<file path="src/rtl/amba_apb_arb_pkg.sv">
// Shared types and default sizes for the APB request arbiter and its neighbours.
package amba_apb_arb_pkg;

    localparam int NUM_REQ_DEF     = 2;
    localparam int ADDR_W_DEF      = 8;
    localparam int DATA_W_DEF      = 8;
    localparam int TIMEOUT_CYC_DEF = 16;

    typedef enum logic [1:0] {
        IDLE,
        CMD,
        WAIT_ACC,
        RESP
    } arb_state_e;

    // Default-width command; the arbiter builds a parameter-width twin of this.
    typedef struct packed {
        logic                  write;
        logic [ADDR_W_DEF-1:0] addr;
        logic [DATA_W_DEF-1:0] wdata;
    } arb_cmd_t;

endpackage

</file>
<file path="src/rtl/amba_apb_req_arbiter_if.sv">
// Request/response and APB-master command bundle between bus agents, the arbiter and the APB master.
interface amba_apb_req_arbiter_if
    import amba_apb_arb_pkg::*;
#(
    parameter int NUM_REQ = NUM_REQ_DEF,
    parameter int ADDR_W  = ADDR_W_DEF,
    parameter int DATA_W  = DATA_W_DEF
);

    logic [NUM_REQ-1:0]        req_valid;
    logic [NUM_REQ-1:0]        req_write;
    logic [NUM_REQ*ADDR_W-1:0] req_addr;
    logic [NUM_REQ*DATA_W-1:0] req_wdata;
    logic [NUM_REQ-1:0]        req_ready;
    logic [NUM_REQ-1:0]        rsp_valid;
    logic [DATA_W-1:0]         rsp_rdata;
    logic                      rsp_err;

    logic                      transfer;
    logic                      mpwrite;
    logic [ADDR_W-1:0]         apb_write_paddr;
    logic [DATA_W-1:0]         apb_write_data;
    logic [ADDR_W-1:0]         apb_read_paddr;
    logic                      psel;
    logic                      penable;
    logic [DATA_W-1:0]         apb_read_data_out;

    // The arbiter is the slave of the requesters and observes the APB master.
    modport slave (
        input  req_valid, req_write, req_addr, req_wdata,
        input  psel, penable, apb_read_data_out,
        output req_ready, rsp_valid, rsp_rdata, rsp_err,
        output transfer, mpwrite, apb_write_paddr, apb_write_data, apb_read_paddr
    );

    modport master (
        output req_valid, req_write, req_addr, req_wdata,
        output psel, penable, apb_read_data_out,
        input  req_ready, rsp_valid, rsp_rdata, rsp_err,
        input  transfer, mpwrite, apb_write_paddr, apb_write_data, apb_read_paddr
    );

endinterface

</file>
<file path="src/rtl/apb_rr_arbiter.sv">
// Combinational round-robin picker: first set request bit searching upward from last+1, wrapping.
module apb_rr_arbiter #(
    parameter int N     = 2,
    parameter int IDX_W = (N > 1) ? $clog2(N) : 1
) (
    input  logic [N-1:0]     req,
    input  logic [IDX_W-1:0] last,
    output logic [IDX_W-1:0] grant_idx,
    output logic             grant_valid
);

    // Scan farthest-first so the nearest candidate after last is written last and wins.
    always_comb begin
        grant_idx   = '0;
        grant_valid = 1'b0;
        for (int k = N; k >= 1; k--) begin
            if (req[IDX_W'((int'(last) + k) % N)]) begin
                grant_idx   = IDX_W'((int'(last) + k) % N);
                grant_valid = 1'b1;
            end
        end
    end

endmodule

</file>
<file path="src/rtl/amba_apb_req_arbiter.sv">
// Round-robin sharing of one APB master command port, one full transfer per grant.
// Define APB_ARB_TIMEOUT_EN to add a TIMEOUT_CYC watchdog that ends stalled transfers with rsp_err.
module amba_apb_req_arbiter
    import amba_apb_arb_pkg::*;
#(
    parameter int NUM_REQ     = NUM_REQ_DEF,
    parameter int ADDR_W      = ADDR_W_DEF,
`ifdef APB_ARB_TIMEOUT_EN
    parameter int TIMEOUT_CYC = TIMEOUT_CYC_DEF,
`endif
    parameter int DATA_W      = DATA_W_DEF
) (
    input logic                   pclk,
    input logic                   preset,
    amba_apb_req_arbiter_if.slave bus
);

    localparam int IDX_W = (NUM_REQ > 1) ? $clog2(NUM_REQ) : 1;

    typedef struct packed {
        logic              write;
        logic [ADDR_W-1:0] addr;
        logic [DATA_W-1:0] wdata;
    } cmd_reg_t;

    arb_state_e         state_q, state_n;
    logic [IDX_W-1:0]   last_q, last_n;
    logic [IDX_W-1:0]   gnt_q, gnt_n;
    cmd_reg_t           cmd_q, cmd_n;
    logic [NUM_REQ-1:0] req_ready_q, req_ready_n;
    logic [NUM_REQ-1:0] rsp_valid_q, rsp_valid_n;
    logic [DATA_W-1:0]  rsp_rdata_q, rsp_rdata_n;
    logic [IDX_W-1:0]   pick_idx;
    logic               pick_valid;
    logic               access_done;
    logic               cmd_active;
    logic [ADDR_W-1:0]  req_addr_a  [NUM_REQ];
    logic [DATA_W-1:0]  req_wdata_a [NUM_REQ];

`ifdef APB_ARB_TIMEOUT_EN
    localparam int CNT_W = $clog2(TIMEOUT_CYC + 1);

    logic [CNT_W-1:0]   cnt_q, cnt_n;
    logic               timed_out_q, timed_out_n;
    logic               rsp_err_q, rsp_err_n;
    logic               expired;

    assign expired = (cnt_q == CNT_W'(TIMEOUT_CYC - 1));
`endif

    for (genvar i = 0; i < NUM_REQ; i++) begin : g_unpack
        assign req_addr_a[i]  = bus.req_addr[i*ADDR_W +: ADDR_W];
        assign req_wdata_a[i] = bus.req_wdata[i*DATA_W +: DATA_W];
    end

    apb_rr_arbiter #(
        .N     (NUM_REQ),
        .IDX_W (IDX_W)
    ) u_rr (
        .req         (bus.req_valid),
        .last        (last_q),
        .grant_idx   (pick_idx),
        .grant_valid (pick_valid)
    );

    assign access_done = bus.psel && bus.penable;

    // Next-state logic; arbitration only looks at req_valid while IDLE.
    always_comb begin
        state_n     = state_q;
        last_n      = last_q;
        gnt_n       = gnt_q;
        cmd_n       = cmd_q;
        req_ready_n = '0;
        rsp_valid_n = '0;
        rsp_rdata_n = rsp_rdata_q;
`ifdef APB_ARB_TIMEOUT_EN
        cnt_n       = cnt_q;
        timed_out_n = timed_out_q;
        rsp_err_n   = rsp_err_q;
`endif
        unique case (state_q)
            IDLE: begin
                if (pick_valid) begin
                    state_n               = CMD;
                    last_n                = pick_idx;
                    gnt_n                 = pick_idx;
                    cmd_n.write           = bus.req_write[pick_idx];
                    cmd_n.addr            = req_addr_a[pick_idx];
                    cmd_n.wdata           = req_wdata_a[pick_idx];
                    req_ready_n[pick_idx] = 1'b1;
`ifdef APB_ARB_TIMEOUT_EN
                    cnt_n                 = '0;
                    timed_out_n           = 1'b0;
`endif
                end
            end
            CMD: begin
                if (bus.psel) begin
                    state_n = WAIT_ACC;
                end
`ifdef APB_ARB_TIMEOUT_EN
                else if (expired) begin
                    state_n     = RESP;
                    timed_out_n = 1'b1;
                end
                cnt_n = cnt_q + 1'b1;
`endif
            end
            WAIT_ACC: begin
                if (access_done) begin
                    state_n = RESP;
                end
`ifdef APB_ARB_TIMEOUT_EN
                else if (expired) begin
                    state_n     = RESP;
                    timed_out_n = 1'b1;
                end
                cnt_n = cnt_q + 1'b1;
`endif
            end
            RESP: begin
                state_n             = IDLE;
                rsp_valid_n[gnt_q]  = 1'b1;
                rsp_rdata_n         = cmd_q.write ? '0 : bus.apb_read_data_out;
`ifdef APB_ARB_TIMEOUT_EN
                if (timed_out_q) begin
                    rsp_rdata_n = '0;
                end
                rsp_err_n = timed_out_q;
`endif
            end
        endcase
    end

    always_ff @(posedge pclk) begin
        if (preset) begin
            state_q     <= IDLE;
            last_q      <= IDX_W'(NUM_REQ - 1);
            gnt_q       <= '0;
            cmd_q       <= '0;
            req_ready_q <= '0;
            rsp_valid_q <= '0;
            rsp_rdata_q <= '0;
`ifdef APB_ARB_TIMEOUT_EN
            cnt_q       <= '0;
            timed_out_q <= 1'b0;
            rsp_err_q   <= 1'b0;
`endif
        end else begin
            state_q     <= state_n;
            last_q      <= last_n;
            gnt_q       <= gnt_n;
            cmd_q       <= cmd_n;
            req_ready_q <= req_ready_n;
            rsp_valid_q <= rsp_valid_n;
            rsp_rdata_q <= rsp_rdata_n;
`ifdef APB_ARB_TIMEOUT_EN
            cnt_q       <= cnt_n;
            timed_out_q <= timed_out_n;
            rsp_err_q   <= rsp_err_n;
`endif
        end
    end

    // Command fields are decoded from the latched command, so they read 0 whenever IDLE.
    assign cmd_active          = (state_q != IDLE);
    assign bus.transfer        = (state_q == CMD);
    assign bus.mpwrite         = cmd_active && cmd_q.write;
    assign bus.apb_write_paddr = (cmd_active && cmd_q.write)  ? cmd_q.addr  : '0;
    assign bus.apb_write_data  = (cmd_active && cmd_q.write)  ? cmd_q.wdata : '0;
    assign bus.apb_read_paddr  = (cmd_active && !cmd_q.write) ? cmd_q.addr  : '0;

    assign bus.req_ready = req_ready_q;
    assign bus.rsp_valid = rsp_valid_q;
    assign bus.rsp_rdata = rsp_rdata_q;
`ifdef APB_ARB_TIMEOUT_EN
    assign bus.rsp_err   = rsp_err_q;
`else
    assign bus.rsp_err   = 1'b0;
`endif

endmodule

</file>
<file path="src/flat_wrapper.sv">
// flat-port wrapper written by rule: the top's interface ports become plain ports
module amba_apb_req_arbiter_flat import amba_apb_arb_pkg::*;
#(
    parameter int NUM_REQ     = NUM_REQ_DEF,
    parameter int ADDR_W      = ADDR_W_DEF,

    parameter int DATA_W      = DATA_W_DEF
)
  (pclk, preset, bus_req_valid, bus_req_write, bus_req_addr, bus_req_wdata, bus_psel, bus_penable, bus_apb_read_data_out, bus_req_ready, bus_rsp_valid, bus_rsp_rdata, bus_rsp_err, bus_transfer, bus_mpwrite, bus_apb_write_paddr, bus_apb_write_data, bus_apb_read_paddr);
  amba_apb_req_arbiter_if #(.NUM_REQ(NUM_REQ), .ADDR_W(ADDR_W), .DATA_W(DATA_W)) bus_i ();
  input logic pclk;
  input logic preset;
  input wire logic [$bits(bus_i.req_valid)-1:0] bus_req_valid;
  input wire logic [$bits(bus_i.req_write)-1:0] bus_req_write;
  input wire logic [$bits(bus_i.req_addr)-1:0] bus_req_addr;
  input wire logic [$bits(bus_i.req_wdata)-1:0] bus_req_wdata;
  input wire logic [$bits(bus_i.psel)-1:0] bus_psel;
  input wire logic [$bits(bus_i.penable)-1:0] bus_penable;
  input wire logic [$bits(bus_i.apb_read_data_out)-1:0] bus_apb_read_data_out;
  output wire logic [$bits(bus_i.req_ready)-1:0] bus_req_ready;
  output wire logic [$bits(bus_i.rsp_valid)-1:0] bus_rsp_valid;
  output wire logic [$bits(bus_i.rsp_rdata)-1:0] bus_rsp_rdata;
  output wire logic [$bits(bus_i.rsp_err)-1:0] bus_rsp_err;
  output wire logic [$bits(bus_i.transfer)-1:0] bus_transfer;
  output wire logic [$bits(bus_i.mpwrite)-1:0] bus_mpwrite;
  output wire logic [$bits(bus_i.apb_write_paddr)-1:0] bus_apb_write_paddr;
  output wire logic [$bits(bus_i.apb_write_data)-1:0] bus_apb_write_data;
  output wire logic [$bits(bus_i.apb_read_paddr)-1:0] bus_apb_read_paddr;
  assign bus_i.req_valid = bus_req_valid;
  assign bus_i.req_write = bus_req_write;
  assign bus_i.req_addr = bus_req_addr;
  assign bus_i.req_wdata = bus_req_wdata;
  assign bus_i.psel = bus_psel;
  assign bus_i.penable = bus_penable;
  assign bus_i.apb_read_data_out = bus_apb_read_data_out;
  assign bus_req_ready = bus_i.req_ready;
  assign bus_rsp_valid = bus_i.rsp_valid;
  assign bus_rsp_rdata = bus_i.rsp_rdata;
  assign bus_rsp_err = bus_i.rsp_err;
  assign bus_transfer = bus_i.transfer;
  assign bus_mpwrite = bus_i.mpwrite;
  assign bus_apb_write_paddr = bus_i.apb_write_paddr;
  assign bus_apb_write_data = bus_i.apb_write_data;
  assign bus_apb_read_paddr = bus_i.apb_read_paddr;
  amba_apb_req_arbiter #(.NUM_REQ(NUM_REQ), .ADDR_W(ADDR_W), .DATA_W(DATA_W)) u_core (.pclk(pclk), .preset(preset), .bus(bus_i));
endmodule
</file>
<file path="config.mk">
export PLATFORM = sky130hd
export DESIGN_NAME = amba_apb_req_arbiter_flat
export DESIGN_NICKNAME = d
export VERILOG_FILES = /design/src/rtl/amba_apb_arb_pkg.sv /design/src/rtl/amba_apb_req_arbiter_if.sv /design/src/rtl/apb_rr_arbiter.sv /design/src/rtl/amba_apb_req_arbiter.sv /design/src/flat_wrapper.sv
export SDC_FILE = /design/constraint.sdc
export NUM_CORES = 1
export LEC_CHECK = 0
export ABC_AREA = 1
export BUFFER_PORTS_ARGS = -buffer_cell sky130_fd_sc_hd__buf_4
export CELL_PAD_IN_SITES_DETAIL_PLACEMENT = 1
export CELL_PAD_IN_SITES_GLOBAL_PLACEMENT = 2
export CORE_MARGIN = 1.5
export CORE_UTILIZATION = 22
export CTS_CLUSTER_DIAMETER = 60
export DETAILED_ROUTE_END_ITERATION = 12
export PLACE_DENSITY_LB_ADDON = 0.1
export SYNTH_ARGS = -nofsm -noshare
export SYNTH_HDL_FRONTEND = slang
export SYNTH_SLANG_ARGS = --single-unit
export TNS_END_PERCENT = 50
</file>
<file path="constraint.sdc">
create_clock -name pclk -period 1.9 [get_ports pclk]
set_input_delay 0.285 -clock pclk [delete_from_list [all_inputs] [get_ports pclk]]
set_output_delay 0.285 -clock pclk [all_outputs]
set_load 0.02 [all_outputs]
</file>
==> metrics.txt, run 1 <==
cts hold-fix bufs=0; top cells by area, synth=dfxtp_1 41%, inv_1 8.9%, nand2_1 8.2%; Cell Rows=31; peak supply drop=0.305 mV; DR WL/cell=11.7 µm; worst reg2reg setup slack=440 ps; post-synth cell types=23; Worst Skew=6.69 ps; dpl cell area=2330 µm²; fin util=0.341; CTS root buffer=clkbuf_8; critical-path maximum fanout=8; Worst EP arrival=1500 ps; WHS=223 ps; drt via density=4.14; Routed Antenna Nets=0; vias in the first global route=1628; core area=7180 µm²; CTS tree=done; post-synth top area share=0.410; fin crit share=0.939; Diodes inserted=0; Area growth syn-to-layout=52.0%; First DRT Iteration DRCs=19; cell taking the most area after synthesis=dfxtp_1; drt pass-1 iters=3; number of H-tree levels=2; first-pass GRT wire length=7760 µm; Die Wd=88.6 µm; initial antenna violation count=0; critical path's top delay family=simple AND/OR/NAND/NOR gates; synthesized area=1610 µm²; WL final=4920 µm; Buf+Inv Stages, Crit Path=2; total grt overflow=0; I/O pin count=87; RSZ-0062 raised after global routing=true; CTS Buffer Depth=2; Final Instance Area=2450 µm²; GPL Wtd Cong=0.763; Clk Latency, worst-skew pair=280 ps; DIE HEIGHT=88.6 µm; Final Max Slew Viols=0; Worst Hold Class=input port to flop; Tot GR Track Use=0.130; FF+latch count, synth=33; layout cells sized above 1=0.329; Crit path largest cell delay=340 ps; DP HPWL=3690 µm; Reg clk slew, reported paths=70 ps; syn_nets=291; Mean Syn Cell Area=6.77 µm²; crit path launch type=flop; routed via count=1741; nets=374; Synth async-reset ratio=0; Pwr Density=1090 nW/µm²; Period minus WS final=1780 ps; Synth Warn #=0; max_cap viols=0; largest net degree at the start of global routing=26; cells along the critical path=inv_1 -> ha_1 -> or2_4 -> nor2_1 -> buf_4; cell count after synthesis=238; initial core utilization=0.224; Max Fclk=0.561 GHz; DR DRC count=0; critical path class=flop to primary output; clk sinks=33; crit path max-delay cell type=dfxtp_2; die area=7840 µm²; Primary FF master, synth=dfxtp_1; Pleak=1.22 nW; Crit. End Element=primary output; Inserted Clock Buffers=5; synth cell count leaders=38 x inv_1, 35 x nand2_1, 33 x dfxtp_1, 33 x nor2_1, 26 x a21oi_1; Post-synth EDFFs=0; Post-CTS Setup Bufs=0; Final Setup Violations=0; outcome=finished, final reports clean; I/O Buffers=84; WP data required=1620 ps; cell with the most instances after synthesis=inv_1; final hold vios=0; Seq/Total Area, Yosys=0.410; Total Power=2.66 mW
registers in the layout (all words and copies together), names as in the netlist:
signal and count:
u_core.bus.req_ready 2, u_core.bus.rsp_rdata 8, u_core.bus.rsp_valid 2, u_core.cmd_q 17
u_core.gnt_q 1, u_core.last_q 1, u_core.state_q 2
placed cells by master (no fill, tap or decap):
cell type	Yosys	routed
buf_4	2	87
o211ai_1	2	2
clkinv_2	0	1
nor2_4	0	1
inv_4	0	1
inv_2	4	3
nand3_1	10	10
clkinv_1	1	1
clkbuf_8	0	7
and3_1	1	1
buf_12	0	1
inv_1	38	38
a21oi_1	26	26
ha_1	5	5
o21ai_0	7	7
dfxtp_1	33	31
nor2_1	33	33
dfxtp_2	0	2
or2_4	0	1
nand4_1	1	1
nand2_1	35	35
nor3_1	2	2
o21ai_1	23	23
conb_1	1	1
nand2_2	2	2
tightest hold or removal path: stages:
cell    delay, ps
buf_4          80
nor2_1         30
nor2_1         80
worst paths after layout:
path                                                     start                            endpoint  depth (start not counted)
worst max-delay path            u_core.state_q[0]$_SDFFE_PP0P_               bus_apb_read_paddr[4]                          5
worst min-delay path                           bus_req_addr[9]        u_core.cmd_q[9]$_SDFFE_PP0P_                          3
worst max register to register  u_core.state_q[1]$_SDFFE_PP0P_        u_core.cmd_q[3]$_SDFFE_PP0P_                          7
worst min register to register       u_core.gnt_q$_SDFFE_PP0P_  u_core.bus.rsp_valid[0]$_SDFF_PP0_                          1
layout make-up:
cell class | instances | area (µm²)
fill | 908 | 4730
sequential | 33 | 663
clock buffer | 7 | 96.3
inverter | 43 | 164
tap | 99 | 124
timing repair buffer | 88 | 673
multi-input combinational | 150 | 722
clock inverter | 1 | 5.00
repair_timing:
item / in CTS / in global routing
endpoints found under the hold margin: 0 / 0
pin swaps: 1 / 0
cloned: 0 / 0
endpoints found under the setup margin: 24 / 23
resized for setup: 3 / 2
kinds of logic (layout without fill, tap and decap cells):
logic type	after synthesis	count (layout)	share of synthesized area
AO/OA/AOI/OAI	58	58	0.183
adder cells (fa/ha/maj)	5	5	0.0389
buffers and inverters	55	139	0.146
flip-flops	33	33	0.410
other	1	1	0.00233
AND/OR/NAND/NOR	86	86	0.219
power breakdown:
part	switching (mW)	internal (mW)	leakage [nW]
Clock	0.259	0.327	0.0542
Sequential	0.0803	0.848	0.271
Combinational	0.702	0.448	0.892
routing by layer:
metal / vias to the layer above / part of all wire / GRT usage
met5: - / 0 / 0
met4: 0 / 0.010 / 0.0384
met3: 4 / 0.067 / 0.0429
met2: 53 / 0.47 / 0.219
met1: 780 / 0.45 / 0.159
li1: 904 / - / -
stage by stage:
step	std cells	setup WS, ps	TNS, ps
global route	421	-1.92	-1.92
global placement	413	264	0
finish	421	117	0
floorplan	238	128	0
CTS	421	38.3	0
detailed placement	413	259	0
Note: power is estimated with default switching activity, not from simulation.
==> run 2, diff against run 1 <==
--- a/config.mk
+++ b/config.mk
@@ -9,7 +9,8 @@
 export BUFFER_PORTS_ARGS = -buffer_cell sky130_fd_sc_hd__buf_4
 export CELL_PAD_IN_SITES_DETAIL_PLACEMENT = 1
 export CELL_PAD_IN_SITES_GLOBAL_PLACEMENT = 2
-export CORE_MARGIN = 1.5
+export CORE_ASPECT_RATIO = 1.4
+export CORE_MARGIN = 2
 export CORE_UTILIZATION = 22
 export CTS_CLUSTER_DIAMETER = 60
 export DETAILED_ROUTE_END_ITERATION = 12
==> metrics.txt, run 2 (synthesized netlist as in run 1, its figures left out) <==
crit path launch type=flop; Period minus WS final=1780 ps (-2.14 ps); First DRT Iteration DRCs=31 (+12); most common cell after layout, fill and taps aside=buf_4; CTS tree=done; Diodes inserted=0 (unchanged); Crit path largest cell delay=340 ps (about the same); Total Power=2.62 mW (-1.7%); initial core utilization=0.229 (+0.00476); max FFs per register=17 (unchanged); routed via count=1777 (+2.1%); first-pass GRT wire length=8690 µm (+12%); Post-CTS Setup Bufs=0 (unchanged); die area=8030 µm² (+2.4%); DP Worst Slack=229 ps (-29.9 ps); vias in the first global route=1839 (+13%); GPL Wtd Cong=0.688 (-9.8%); cts hold-fix bufs=0 (unchanged); Worst Hold Class=input port to flop; layout cells sized above 1=0.339 (+0.00932); DR DRC count=0 (unchanged); DR WL/cell=12.5 µm (+7.2%); DIE HEIGHT=105 µm (+19%); Pleak=1.20 nW (-1.1%); Final Setup Violations=0 (unchanged); drt via density=4.26 (+3.0%); nets=374 (unchanged); DP HPWL=3900 µm (+5.7%); I/O Buffers=84 (unchanged); initial antenna violation count=0 (unchanged); WP data required=1620 ps (about the same); core area=7030 µm² (-2.1%); peak supply drop=0.394 mV (+29%); Area growth syn-to-layout=51.2%; final hold vios=0 (unchanged); drt pass-1 iters=4 (+1); dpl cell area=2330 µm² (-0.21%); WHS=234 ps (+11.0 ps); setup ws final=119 ps (+2.14 ps); Die Wd=76.3 µm (-14%); Reg clk slew, reported paths=70 ps (about the same); Finished Layout Cells=417 (-0.95%); Inserted Clock Buffers=5 (unchanged); Cell Rows=36 (+16%); Worst EP arrival=1500 ps (about the same); critical path class=flop to primary output; Tot GR Track Use=0.134 (+0.00400); Final Max Slew Viols=0 (unchanged); dpl cells=409 (-0.97%); fin util=0.347 (+0.00545); setup TNS=0 ps (unchanged); Worst Skew=2.89 ps (-3.80 ps); largest net degree at the start of global routing=23 (-12%); most frequent cells in the layout=87 x buf_4, 38 x inv_1, 35 x nand2_1, 32 x nor2_1, 31 x dfxtp_1; Max Fclk=0.561 GHz (+0.12%); clk sinks=33 (unchanged); cells along the critical path=inv_1 -> ha_2 -> or2_4 -> nor2_1 -> buf_4; outcome=finished, final reports clean; RSZ-0062 raised after global routing=false; max_cap viols=0 (unchanged); fin crit share=0.937 (-0.00113); critical-path maximum fanout=8 (unchanged); Crit. End Element=primary output; crit path max-delay cell type=dfxtp_2; Largest Register=u_core.cmd_q; Routed Antenna Nets=0 (unchanged); Pwr Density=1080 nW/µm² (-1.2%); Final Instance Area=2430 µm² (-0.51%); I/O pin count=87 (unchanged); CTS Buffer Depth=2 (unchanged); CTS root buffer=clkbuf_8; number of H-tree levels=2 (unchanged); total grt overflow=0 (unchanged); WL final=5220 µm (+6.1%); Clk Latency, worst-skew pair=280 ps (about the same)
## run 2: critical path: cells and delay by family (launching register included)
family,cells,cell delay (ps)
buffers and inverters,2,230
adder cells (fa/ha/maj),1,210
flip-flops,1,340
AND/OR/NAND/NOR,2,430
## run 2: final cells by class
| cell class | instances | area (µm²) |
|---|---|---|
| well taps | 95 | 119 |
| multi-input cells | 150 | 729 |
| flip-flops and latches | 33 | 663 |
| inverters | 43 | 164 |
| fillers | 917 | 4590 |
| clock buffers | 5 | 68.8 |
| repair buffers | 88 | 673 |
| clock inverters | 3 | 17.5 |
## run 2: routing by layer
| layer | up-vias | routed length [µm] | track usage | part of all wire |
|---|---|---|---|---|
| li1 | 907 | - | - | - |
| met1 | 807 | 2070 | 0.145 | 0.40 |
| met2 | 57 | 2770 | 0.253 | 0.53 |
| met3 | 6 | 312 | 0.0360 | 0.060 |
| met4 | 0 | 63 | 0.0390 | 0.012 |
| met5 | - | 0 | 0 | 0 |
## run 2: path summary, 6_finish.rpt
path / endpoint / slack, ps / cells past startpoint / startpoint
worst max-delay path: bus_apb_read_paddr[5] / 120 / 5 / u_core.state_q[0]$_SDFFE_PP0P_
worst min-delay path: u_core.cmd_q[9]$_SDFFE_PP0P_ / 230 / 3 / bus_req_addr[9]
worst max register to register: u_core.cmd_q[3]$_SDFFE_PP0P_ / 340 / 7 / u_core.state_q[1]$_SDFFE_PP0P_
worst min register to register: u_core.bus.rsp_rdata[7]$_SDFFE_PP0N_ / 470 / 2 / u_core.bus.rsp_rdata[7]$_SDFFE_PP0N_
## run 2: timing repair
item | CTS | global route
pin swaps | 1 | 1
gates resized for setup | 2 | 6
endpoints found under the setup margin | 24 | 24
cloned | 0 | 0
## run 2: power breakdown
group | leakage, nW | switching [mW] | internal (mW)
clock | 0.0439 | 0.264 | 0.253
combinational | 0.889 | 0.718 | 0.457
sequential | 0.271 | 0.0791 | 0.848
